==> config.mk <==
export PLATFORM = sky130hd
export DESIGN_NAME = dp_mem_ctrl
export DESIGN_NICKNAME = d
export VERILOG_FILES = /design/src/rtl/dp_mem_pkg.sv /design/src/rtl/dp_mem_burst_cnt.sv /design/src/rtl/dp_mem_ctrl.sv
export SDC_FILE = /design/constraint.sdc
export NUM_CORES = 1
export LEC_CHECK = 0
export ABC_AREA = 1
export CORE_AREA = 2 2 50 75
export DETAILED_ROUTE_END_ITERATION = 10
export DIE_AREA = 0 0 52 77
export GPL_TIMING_DRIVEN = 0
export PLACE_DENSITY = 0.85
export SYNTH_ARGS = -nofsm -noshare
export SYNTH_HDL_FRONTEND = slang
export SYNTH_SLANG_ARGS = --single-unit
==> constraint.sdc <==
create_clock -name clk -period 1.6 [get_ports clk]
set_clock_uncertainty 0.15 [all_clocks]
set_input_delay 0.32 -clock clk [delete_from_list [all_inputs] [get_ports clk]]
set_output_delay 0.32 -clock clk [all_outputs]
set_load 0.05 [all_outputs]
==> src/rtl/dp_mem_pkg.sv <==
// Shared types and default geometry for the dual-port memory and its burst initiator.
package dp_mem_pkg;
  localparam int DATA_W_DEF = 8;
  localparam int ADDR_W_DEF = 5;
  localparam int DEPTH_DEF  = 16;
  localparam int LEN_W_DEF  = 4;

  typedef enum logic {OP_READ = 1'b0, OP_WRITE = 1'b1} op_e;
  typedef enum logic [1:0] {IDLE, WRITE, READ, DRAIN} state_e;
endpackage

==> src/rtl/dp_mem_burst_cnt.sv <==
// Burst address register (wraps modulo DEPTH) and beat down-counter.
module dp_mem_burst_cnt #(
  parameter int ADDR_W = 5,
  parameter int DEPTH  = 16,
  parameter int LEN_W  = 4
) (
  input  logic              clk,
  input  logic              rst,
  input  logic              load,
  input  logic              step,
  input  logic [ADDR_W-1:0] ld_addr,
  input  logic [LEN_W-1:0]  ld_len,
  output logic [ADDR_W-1:0] addr,
  output logic              last
);
  // DEPTH is a power of two, so masking keeps the address modulo DEPTH
  // and holds the bits above log2(DEPTH) at zero.
  localparam logic [ADDR_W-1:0] MASK = ADDR_W'(DEPTH - 1);

  logic [ADDR_W-1:0] addr_q;
  logic [LEN_W-1:0]  beats;

  always_ff @(posedge clk or posedge rst) begin
    if (rst) begin
      addr_q <= '0;
      beats  <= '0;
    end else if (load) begin
      addr_q <= ld_addr & MASK;
      beats  <= ld_len;
    end else if (step) begin
      addr_q <= (addr_q + 1'b1) & MASK;
      if (beats != '0) beats <= beats - 1'b1;
    end
  end

  assign addr = addr_q;
  assign last = (beats == '0);
endmodule

==> src/rtl/dp_mem_ctrl.sv <==
// Burst initiator: turns read/write burst commands into one memory access per cycle.
module dp_mem_ctrl
  import dp_mem_pkg::*;
#(
  parameter int DATA_W = DATA_W_DEF,
  parameter int ADDR_W = ADDR_W_DEF,
  parameter int DEPTH  = DEPTH_DEF,
  parameter int LEN_W  = LEN_W_DEF
) (
  input  logic              clk,
  input  logic              rst,
  input  logic              cmd_valid,
  output logic              cmd_ready,
  input  logic              cmd_op,
  input  logic [ADDR_W-1:0] cmd_addr,
  input  logic [LEN_W-1:0]  cmd_len,
  input  logic              wdat_valid,
  output logic              wdat_ready,
  input  logic [DATA_W-1:0] wdat,
  output logic              rdat_valid,
  output logic [DATA_W-1:0] rdat,
  output logic              rdat_last,
  output logic              busy,
  output logic              mem_enb,
  output logic              mem_wr,
  output logic              mem_rd,
  output logic [ADDR_W-1:0] mem_w_addr,
  output logic [ADDR_W-1:0] mem_r_addr,
  output logic [DATA_W-1:0] mem_w_data,
  input  logic [DATA_W-1:0] mem_r_data
);
  state_e            state, state_nxt;
  logic              load, last;
  logic [ADDR_W-1:0] addr;

  dp_mem_burst_cnt #(.ADDR_W(ADDR_W), .DEPTH(DEPTH), .LEN_W(LEN_W)) u_cnt (
    .clk     (clk),
    .rst     (rst),
    .load    (load),
    .step    (mem_enb),
    .ld_addr (cmd_addr),
    .ld_len  (cmd_len),
    .addr    (addr),
    .last    (last)
  );

  always_ff @(posedge clk or posedge rst) begin
    if (rst) state <= IDLE;
    else     state <= state_nxt;
  end

  always_comb begin
    state_nxt = state;
    load      = 1'b0;
    mem_enb   = 1'b0;
    mem_wr    = 1'b0;
    mem_rd    = 1'b0;
    case (state)
      IDLE: if (cmd_valid) begin
        load      = 1'b1;
        state_nxt = (op_e'(cmd_op) == OP_WRITE) ? WRITE : READ;
      end
      WRITE: if (wdat_valid) begin
        mem_enb = 1'b1;
        mem_wr  = 1'b1;
        if (last) state_nxt = IDLE;
      end
      READ: begin
        mem_enb = 1'b1;
        mem_rd  = 1'b1;
        if (last) state_nxt = DRAIN;
      end
      DRAIN:   state_nxt = IDLE;
      default: state_nxt = IDLE;
    endcase
  end

  // Address/data buses are held at zero whenever their strobe is low.
  assign mem_w_addr = mem_wr ? addr : '0;
  assign mem_r_addr = mem_rd ? addr : '0;
  assign mem_w_data = mem_wr ? wdat : '0;
  assign rdat       = mem_r_data;

  // Status flags decode the next state so they line up with the state register.
  always_ff @(posedge clk or posedge rst) begin
    if (rst) begin
      cmd_ready  <= 1'b1;
      busy       <= 1'b0;
      wdat_ready <= 1'b0;
      rdat_valid <= 1'b0;
      rdat_last  <= 1'b0;
    end else begin
      cmd_ready  <= (state_nxt == IDLE);
      busy       <= (state_nxt != IDLE);
      wdat_ready <= (state_nxt == WRITE);
      rdat_valid <= mem_rd;
      rdat_last  <= mem_rd & last;
    end
  end
endmodule

Word-level counts from Yosys, hierarchy flattened
Cells that the tools add are included.
- flip-flop bits (word level): 16
- input port bits: 30
- output and inout bits: 34
- logic and storage cells: 43
- $add $sub $neg: 2
- eq/ne operators: 4
- multiplexer cells: 20
- bitwise operators: 1
- reduce and logical (&&, ||, !) cells: 8
- operator list (kind ; number):
    $mux 5 ; 4
    $mux 4 ; 3
    $mux 2 ; 5
    $mux 8 ; 1
    $pmux 2 s4 ; 1
    $reduce_bool 2->1 ; 3
    $mux 1 ; 5
    $add 4x1->4 const B ; 1
    $eq 2x1->1 const B ; 2
    $eq 2x2->1 const B ; 2
    $logic_not 2->1 ; 2
    $logic_not 4->1 ; 1
    $reduce_bool 4->1 ; 1
    $sub 4x1->4 const B ; 1
    $pmux 1 s2 ; 1
    $reduce_and 2->1 ; 1
    $and 1x1->1 ; 1

Logic depth before layout (Yosys ltp)
Gate-level depths: netlist (run 1).
- depth after elaboration: 5
- depth in mapped cells: 9
- mapped depth without buffers: 8

Hierarchy
A second synthesis (run 1) with hierarchy kept.
- cells, all modules: 151
- area, all modules: 1099.8 um^2
- by module, submodules not included (module ; times used ; cells each ; area an instance (um^2) ; seq. area each (um^2)):
    dp_mem_ctrl ; 1 ; 87 ; 585.6 ; 176.4
    dp_mem_burst_cnt ; 1 ; 64 ; 514.2 ; 200.2

Worst setup path before layout (run 1)
No wires, ideal clock.
- kind: flip-flop to flip-flop
- start: register state[0]
- end: register u_cnt.beats[0]
- library setup time: 0.127 ns
- arrival time: 1.907 ns
- data required time: 1.323 ns
- setup slack: -0.584 ns
- cell stages (with the launch flop): 8
- path buffers: 0
- clock period less this slack: 2.184 ns
- cells stage by stage: dfrtp_1 > inv_1 > ha_1 > inv_2 > a21boi_4 > nand2_2 > nand2_4 > o21ai_0
- word-level cells in the longest chain between the ends: 4
- elaborated cells on any way between the ends: 9
- those cells by class: eq/ne (2); mux (3); reduce/logical (4)
- RTL lines (item ; RTL line ; RTL):
    from (decl) ; dp_mem_ctrl.sv:32 ; state_e state, state_nxt;
    from (signal assigned) ; dp_mem_ctrl.sv:49 ; else state <= state_nxt;
    $eq 2x2->1 / $eq 2x1->1 (equally long branches) ; dp_mem_ctrl.sv:58 ; case (state)
    $pmux 1 s2 * ; dp_mem_ctrl.sv:58 ;
    via mem_enb ; dp_mem_ctrl.sv:24 ; output logic mem_enb,
    $reduce_bool 2->1 (no source line) * ; n/a ;
    $reduce_and 2->1 (no source line) * ; n/a ;
    to (signal assigned) ; dp_mem_burst_cnt.sv:29 ; beats <= ld_len;
    to (signal assigned) ; dp_mem_burst_cnt.sv:32 ; if (beats != '0) beats <= beats - 1'b1;
    to (decl) ; dp_mem_burst_cnt.sv:21 ; logic [LEN_W-1:0] beats;
Mark *: on every way through the listed nets, which the timed path passes. The rest lies on a longest branch.
A chain may end at the register's enable or synchronous reset.

Final worst setup path (run 1)
- start: register state[0]
- end: output port mem_enb
- word-level cells in the longest chain between the ends: 2
- elaborated cells on any way between the ends: 3
- those cells by class: eq/ne (2); mux (1)
- RTL lines (item ; RTL line):
    $eq 2x2->1 / $eq 2x1->1 (equally long branches) ; dp_mem_ctrl.sv:58
    $pmux 1 s2 * ; dp_mem_ctrl.sv:58
    to (decl) ; dp_mem_ctrl.sv:24
Mark *: on every way between the ends. The rest lies on a longest branch, timed or not.

==> impl_summary.md, run 1 <==
Outcome
The run finished, with violations left. The checks that failed: negative setup slack.

Timing
The final worst setup slack is -0.327 ns. Setup repair after global routing could not meet its margin everywhere. Across all hold checks on the routed design, the worst slack comes to around 0.29 ns. The worst path in the final design needs a cycle of 1.93 ns, including I/O delays and setup. Setup violations remaining at the end of the flow were counted as 27. The actual transition at the worst max-transition pin is 0.609 ns. The maximum frequency from static timing analysis is 519 MHz. The hold violation count in the final report came to 0. The worst-case headroom to the max-slew limit is 0.594. The number of pins with negative max-slew slack in the final report is 0. The share of the clock period used by the worst path after layout is 1.20.

Critical path
The worst reg2reg path depth is 10. The setup slack of the most critical reg-to-reg path is -0.24 ns. The startpoint of the worst register-to-register path is state[0]$_DFF_PP0_. On the worst path, the slowest cell contributes a delay of 0.42 ns. The category of the worst setup path capture point is an output port. Of all nets on the critical path, the largest fanout is 7. For this design, the slowest cell found on the critical path is dfrtp_1. The worst setup path is of the reg -> out kind. The critical path goes through inv_2 -> ha_4 -> inv_4 -> a21boi_4 -> buf_8.

Data on the critical path is required at its endpoint by 1.13 ns. The worst register-to-register path ends at u_cnt.addr[3]$_DFFE_PP0P_. Data arrives at the worst endpoint at ~1.5 ns. STA classifies the critical path startpoint as a register.

Cells and area
The area added between synthesis and finish is 96.7%. In the final design database the tool counted approximately 260 nets. Of the cells placed in the final design, the portion with a size suffix greater than 1 is 0.418.

The total inserted antenna cells is 0. The number of filler cells placed in the layout is 249.

Clocking
The clock net sink count is 15. The clock latency on the worst-skew pair is 0.26 ns. The clock transition at the registers of the reported paths is 0.07 ns.

The level count of the clock H-tree is 1. The total clock buffers created by CTS is 3. The clock tree root driver cell is clkbuf_8. TritonCTS built the clock tree. No sink is reached through more buffers than the 2 on the longest clock path.

The number of buffers added to fix hold violations after cts is 0.

Synth
The warning count from the yosys run is 0. Yosys attributes the largest share of cell area to dfrtp_1, nand2_1, inv_1. The number of enable-type register cells in the synthesized netlist is 0. The number of instances in the synthesized netlist is 148. Among all flip-flop cells after synthesis, the most frequent one is dfrtp_1. Summed over all instances, the cell type with the most area after synthesis is dfrtp_1. The share of the synthesized area in the top cell type is 0.330. By count the netlist is led by nand2_1, inv_1, nor2_1. Of the synthesized area, sequential elements account for 0.355.

The share of flip-flops with an asynchronous set or reset after synthesis is 1.00. Averaged over all synthesized cells, the footprint is around 7.2 µm². The number of distinct library cells after synthesis is 24. The synthesized cell area is 1060 µm². In this run, synthesis produced a sequential element count of 15.

nand2_1 is the most common cell in the netlist.

Detailed routing
The detailed-route DRC error count is 0. The number of vias per cell after detailed routing is 4.53. The sum of routed wire length over all layers is 3270 µm. The routed wirelength normalized by instance count is 12.2 µm.

For this block, the via count after detailed routing is 1210. The count of nets left with antenna violations once routing finished came out at 0. The number of design-rule violations left by the first detailed-router iteration is 22. The first detailed-routing pass ran for 4 iterations.

Pwr
The highest ir drop seen on vdd is 0.933 mV. Summed over all cells, the static leakage comes to 1.03 nW. Total power for the finished layout comes to about 3.7 mW. The ratio of total power to cell area is 1790 nW/µm².

GRT
In the global route stage, met3 resource usage came out at 0.0350. The met1 track utilization from global routing is 0.143. In the global route stage, overall resource usage came out at 0.154. The number of antenna violations at the first check in global routing is 0.

The number of global-route vias before repair came to 1143. The wire length of the first global-routing pass is approximately 4700 µm. The layer with the highest usage is met2. In the global route stage, met2 resource usage came out at 0.280.

Global routing finished with a remaining overflow of 0. The pin count of the biggest net entering global routing is 16.

Floorplan
After floorplanning, the core was divided into 26 placement rows. The die outline height is 77 µm. The area of the core is ~3400 µm². The count of pins on the block boundary is 64. The die is 52 µm wide.

The floorplan die area is 4000 µm². The initial utilization of the core area, before any placement, comes to 0.317.

Flow run
Max-cap violations in this run came to 0.

Placement
The half-perimeter wire length of the detailed placement result is approximately 2000 µm. Routability-driven placement finished with a final weighted congestion of 0.786. The count of buffers added on input and output ports is 52.

Min path
The type of the tightest min-delay check is in -> async.
-- worst max-delay path, delay by kind of cell (launching register included) --
kind / cells / cell delay, ns
flip-flops: 1 / 0.42
buffers and inverters: 3 / 0.35
adder cells (fa/ha/maj): 1 / 0.25
AO/OA/AOI/OAI: 1 / 0.17
-- worst max-delay path by stage --
stage                                   from                         end  slack (ns)  cells past startpoint
final                     state[0]$_DFF_PP0_                     mem_enb       -0.33                      5
after global routing      state[0]$_DFF_PP0_                     mem_enb       -0.40                      5
after CTS                 state[1]$_DFF_PP0_               mem_w_data[2]       -0.28                      6
after detailed placement          wdat_valid               mem_w_data[3]       -0.96                      5
after global placement            wdat_valid               mem_w_addr[1]       -0.93                      5
after floorplan           state[0]$_DFF_PP0_  u_cnt.beats[0]$_DFFE_PP0P_       -0.17                      7
-- cell usage in the layout (no fill, tap or decap), drive strengths merged --
cell type and instances:
buf 51, clkbuf 4, inv 25, clkdlybuf4s50 19, o21ai 13, dlygate4sd2 12, a21boi 1, clkinvlp 5
o211ai 1, clkinv 1, xor2 1, a22oi 1, ha 7, a21oi 2, nand4 1, nand3 7
or2 1, nor2 20, dfstp 1, clkdlybuf4s15 1, nand3b 1, dfrtp 14, conb 2, nand2 34
-- kinds of logic (layout without fill, tap and decap cells) --
family,after synthesis,in the layout,share of synthesized area
simple gates,64,64,0.261
compound gates,18,18,0.102
fa+ha+maj,7,7,0.0824
buf+inv,42,118,0.187
other cells,1,2,0.00353
xor+xnor,1,1,0.00825
flops,15,15,0.355
-- metrics by stage --
step | instances | utilization | instance area, µm² | setup TNS (ns) | setup WS, ns
after floorplan | 149 | - | 1210 | -2.96 | -0.171
after global placement | 243 | 0.532 | 1780 | -16.47 | -0.927
after detailed placement | 243 | 0.532 | 1780 | -17.13 | -0.959
after CTS | 262 | 0.596 | 2000 | -5.01 | -0.284
after global routing | 267 | 0.624 | 2090 | -9.13 | -0.404
final | 267 | 0.624 | 2090 | -6.92 | -0.327
-- where the power goes --
part           internal (mW)  total [mW]  switching (mW)
Clock                  0.173       0.319           0.146
Sequential             0.567       0.703           0.136
Combinational           1.08        2.71            1.63
Total                   1.82        3.73            1.91
-- routing by layer --
| metal | vias to the layer above | wire length [µm] |
|---|---|---|
| li1 | 592 | - |
| met1 | 552 | 1190 |
| met2 | 57 | 1800 |
| met3 | 9 | 197 |
| met4 | 0 | 85 |
| met5 | - | 0 |
-- registers in the layout, summed over array words and instances (netlist names) --
| name | count |
|---|---|
| rdat_last | 1 |
| u_cnt.beats | 4 |
| busy | 1 |
| u_cnt.addr | 4 |
| state | 2 |
| wdat_ready | 1 |
| cmd_ready | 1 |
| rdat_valid | 1 |
-- timing repair --
item                       in CTS  in global routing
gates cloned                    1                  0
setup endpoints to repair      40                 32
pin swaps                       3                  4
setup buffers                  14                  5
gates resized for setup       160                 17
-- final cells by class --
| type | count | area [µm²] | area share |
|---|---|---|---|
| Timing Repair Buffer | 72 | 704 | 0.337 |
| Multi-Input combinational cell | 92 | 668 | 0.320 |
| Sequential cell | 15 | 377 | 0.180 |
| Inverter | 30 | 134 | 0.0641 |
| Buffer | 12 | 108 | 0.0515 |
| Tap cell | 42 | 52.6 | 0.0251 |
| Clock buffer | 3 | 41.3 | 0.0198 |
| Clock inverter | 1 | 5.00 | 0.00240 |
No activity file was read; power rests on OpenSTA's default activity.
==> run 2: changes to the inputs <==
--- a/config.mk
+++ b/config.mk
@@ -10,6 +10,7 @@
 export DETAILED_ROUTE_END_ITERATION = 10
 export DIE_AREA = 0 0 52 77
 export GPL_TIMING_DRIVEN = 0
+export HOLD_SLACK_MARGIN = 0.15
 export PLACE_DENSITY = 0.85
 export SYNTH_ARGS = -nofsm -noshare
 export SYNTH_HDL_FRONTEND = slang
==> results of run 2 <==
Final layout, timing and power as in run 1 (identical DEF).
==> run 3: changes to the inputs <==
--- a/config.mk
+++ b/config.mk
@@ -6,12 +6,13 @@
 export NUM_CORES = 1
 export LEC_CHECK = 0
 export ABC_AREA = 1
-export CORE_AREA = 2 2 50 75
+export CORE_AREA = 2 2 46 69
+export CTS_CLUSTER_DIAMETER = 40
 export DETAILED_ROUTE_END_ITERATION = 10
-export DIE_AREA = 0 0 52 77
+export DIE_AREA = 0 0 48 71
 export GPL_TIMING_DRIVEN = 0
 export HOLD_SLACK_MARGIN = 0.15
-export PLACE_DENSITY = 0.85
+export PLACE_DENSITY = 0.93
 export SYNTH_ARGS = -nofsm -noshare
 export SYNTH_HDL_FRONTEND = slang
 export SYNTH_SLANG_ARGS = --single-unit
==> constraint.sdc (replaced) <==
create_clock -name clk -period 2.3 [get_ports clk]
set_clock_uncertainty 0.15 [all_clocks]
set_input_delay 0.46 -clock clk [delete_from_list [all_inputs] [get_ports clk]]
set_output_delay 0.46 -clock clk [all_outputs]
set_load 0.05 [all_outputs]
==> run 3 against run 2 <==
Net effect:
- the flow now finishes without violations
- utilization down 3.3 points
- worst setup slack improved by 0.36 ns
- via count fell by 10%
- first-iteration DRC count shrank 9.1%
- combinational power down 49%
- count of clock-buffer cells in the layout up 1
- hold slack better by 0.087 ns
- critical endpoint unchanged
- largest power group unchanged
- highest routed layer unchanged
==> impl_summary.md, run 3 (synthesized netlist as in run 1, its figures left out) <==
Timing
The worst-case headroom to the max-slew limit was 0.614 (+0.0207). The actual transition at the worst max-transition pin is 0.578 ns (-0.0310 ns). The number of setup violations in the final report is 0 (-100%). The worst hold slack across all endpoints was 0.374 ns (+0.0866 ns).

The post-route minimum period is 2.27 ns. Static timing analysis puts the maximum clock frequency at 441 MHz. The hold violation count in the final report is 0 (unchanged). The number of pins with negative max-slew slack in the final report came to 0 (unchanged).

The share of the clock period used by the worst path after layout is 0.986. Setup repair after global routing could not meet its margin everywhere.

Cells and area
In the layout the commonest cells are clkdlybuf4s50_1, nand2_1, inv_1. The fraction of layout cells with a size suffix above 1 is 0.229 (-0.189). From synthesis to final layout, the design area changed by 58.5%.

The number of nets at the end of the flow is 243 (-7.6%). The post-route cell area came to 1680 µm² (-19%). The total inserted antenna cells is 0 (unchanged). The number of filler cells placed in the layout is 259 (+4.0%).

The leading cell type in the layout, fill and taps excluded is clkdlybuf4s50_1.

GRT
The pin count of the biggest net entering global routing came to 16 (unchanged). The wire length of the first global-routing pass is 4100 µm (-13%). The combined global-route utilization of all metal layers is 0.162 (+0.00770). The number of global-route vias before repair is 1025 (-10%). The residual overflow from global routing is 0 (unchanged).

The number of antenna violations at the first check in global routing is 0 (unchanged).

Detailed routing
The number of design-rule violations left by the first detailed-router iteration is 20 (-9.1%). The detailed-route via count is 1087 (-10%). The number of iterations in the first detailed-routing pass came to 4 (unchanged). The final antenna-violating net count was 0 (unchanged). The detailed-route DRC error count was 0 (unchanged). The sum of routed wire length over all layers is 2520 µm (-23%). The routed wirelength normalized by instance count is 10.3 µm (-16%).

The number of vias per cell after detailed routing is 4.45 (-1.7%).

Critical path
The largest delay contributor family on the critical path is buffers and inverters. The delay of the slowest cell on the worst path is 0.39 ns (-0.03 ns). The startpoint type of the worst setup path is a register.

The start-to-end type of the worst setup path is reg -> out. The number of buffer and inverter instances along the worst setup path is 3 (unchanged). The required time at the worst-slack endpoint is 1.69 ns (+0.56 ns). The arrival time reported for the critical path endpoint was 1.66 ns (+0.20 ns). The signal on the critical path passes through inv_1 -> ha_2 -> inv_2 -> a21boi_4 -> buf_4.

The largest fanout on the critical path was 8 (+1). The critical-path cell with the highest stage delay is dfrtp_1. STA classifies the critical path endpoint as an output port.

Pwr
The total leakage power was 0.890 nW (-14%). The total power of the final layout is 2.07 mW (-44%). The highest ir drop seen on vdd is 0.518 mV (-44%).

The ratio of total power to cell area is 1230 nW/µm² (-31%).

Clocking
The clock transition at the registers of the reported paths is 0.06 ns (about the same). The total clock buffers created by CTS came to 3 (unchanged). In this run the clock root is driven by a clkbuf_8.

The level count of the clock H-tree is 1 (unchanged). The clock latency on the worst-skew pair is 0.25 ns (about the same). The clock net sink count is 15 (unchanged). The maximum clock insertion buffer count is 2 (unchanged). The clock tree from TritonCTS is done. The buffer count from post-CTS setup fixing came to 0 (-14).

Floorplan
The area of the core is 2850 µm² (-15%). The die outline height came to 71 µm (-7.8%). The floorplan die area is 3410 µm² (-15%). The effective utilization at floorplan was 0.372 (+0.0553).

The horizontal die dimension was 48 µm (-7.7%). The floorplan row count came to 24 (-7.7%). The count of pins on the block boundary is 64 (unchanged).

Placement
The placed cell area is 1640 µm² (-8.2%). The placer's final routability congestion estimate is 0.791 (+0.70%). The half-perimeter wire length of the detailed placement result is 1990 µm (-1.4%).

The number of buffers inserted by port buffering is 52 (unchanged).

Flow run
The count of maximum capacitance violations is 0 (unchanged).

Outcome
The flow ran to the end, and the final reports show no timing, DRC or antenna violations.

Min path
The type of the tightest min-delay check is reg -> reg.
==> run 3: layer usage <==
layer | vias to the layer above | GRT usage | share of wire
li1 | 549 | - | -
met1 | 495 | 0.188 | 0.38
met3 | 4 | 0.0153 | 0.045
met4 | 0 | 0.0721 | 0.018
met2 | 39 | 0.280 | 0.55
met5 | - | 0 | 0
==> run 3: where the power goes <==
group / internal, mW / switching [mW]
logic: 0.469 / 0.913
clock network: 0.123 / 0.0922
registers: 0.395 / 0.0793
==> run 3: final timing paths <==
| check | from | to | slack [ns] | cells after the start |
|---|---|---|---|---|
| min in group asynchronous | rst | wdat_ready$_DFF_PP0_ | 0.42 | 2 |
| worst max-delay path | state[0]$_DFF_PP0_ | mem_enb | 0.03 | 5 |
| worst max register to register | state[0]$_DFF_PP0_ | u_cnt.beats[2]$_DFFE_PP0P_ | 0.56 | 8 |
| worst min register to register | u_cnt.addr[3]$_DFFE_PP0P_ | u_cnt.addr[3]$_DFFE_PP0P_ | 0.37 | 2 |
| max in group asynchronous | rst | u_cnt.beats[1]$_DFFE_PP0P_ | 1.20 | 2 |
| worst min-delay path | u_cnt.addr[3]$_DFFE_PP0P_ | u_cnt.addr[3]$_DFFE_PP0P_ | 0.37 | 2 |
==> run 3: what timing repair did <==
action	CTS	global route
pin swaps	0	0
endpoints found under the setup margin	19	14
resized for setup	83	29
hold buffers	0	0
==> run 3: worst reg2reg max path: cells and delay by family, from the launching register on <==
kind | cells | cell delay, ns
buffers and inverters | 2 | 0.25
AOI/OAI and AO/OA | 2 | 0.31
and+or+nand+nor | 3 | 0.23
adders and majority gates | 1 | 0.31
DFF | 1 | 0.39
==> run 3: cell type report <==
cell class | count | area, µm² | area share
Timing Repair Buffer | 52 | 513 | 0.305
Inverter | 30 | 113 | 0.0669
Multi-Input combinational cell | 92 | 498 | 0.296
Tap cell | 39 | 48.8 | 0.0290
Clock buffer | 4 | 45.0 | 0.0267
Buffer | 12 | 90.1 | 0.0535
Sequential cell | 15 | 377 | 0.224
==> run 3: stage by stage <==
step | setup slack [ns] | setup TNS (ns) | util | std cells
finish | 0.0312 | 0 | 0.590 | 244
global route | -0.0401 | -0.131 | 0.590 | 244
CTS | 0.0132 | 0 | 0.577 | 244
detailed placement | -0.664 | -8.77 | 0.573 | 240
global placement | -0.665 | -8.85 | 0.573 | 240
floorplan | 0.0443 | 0 | - | 149
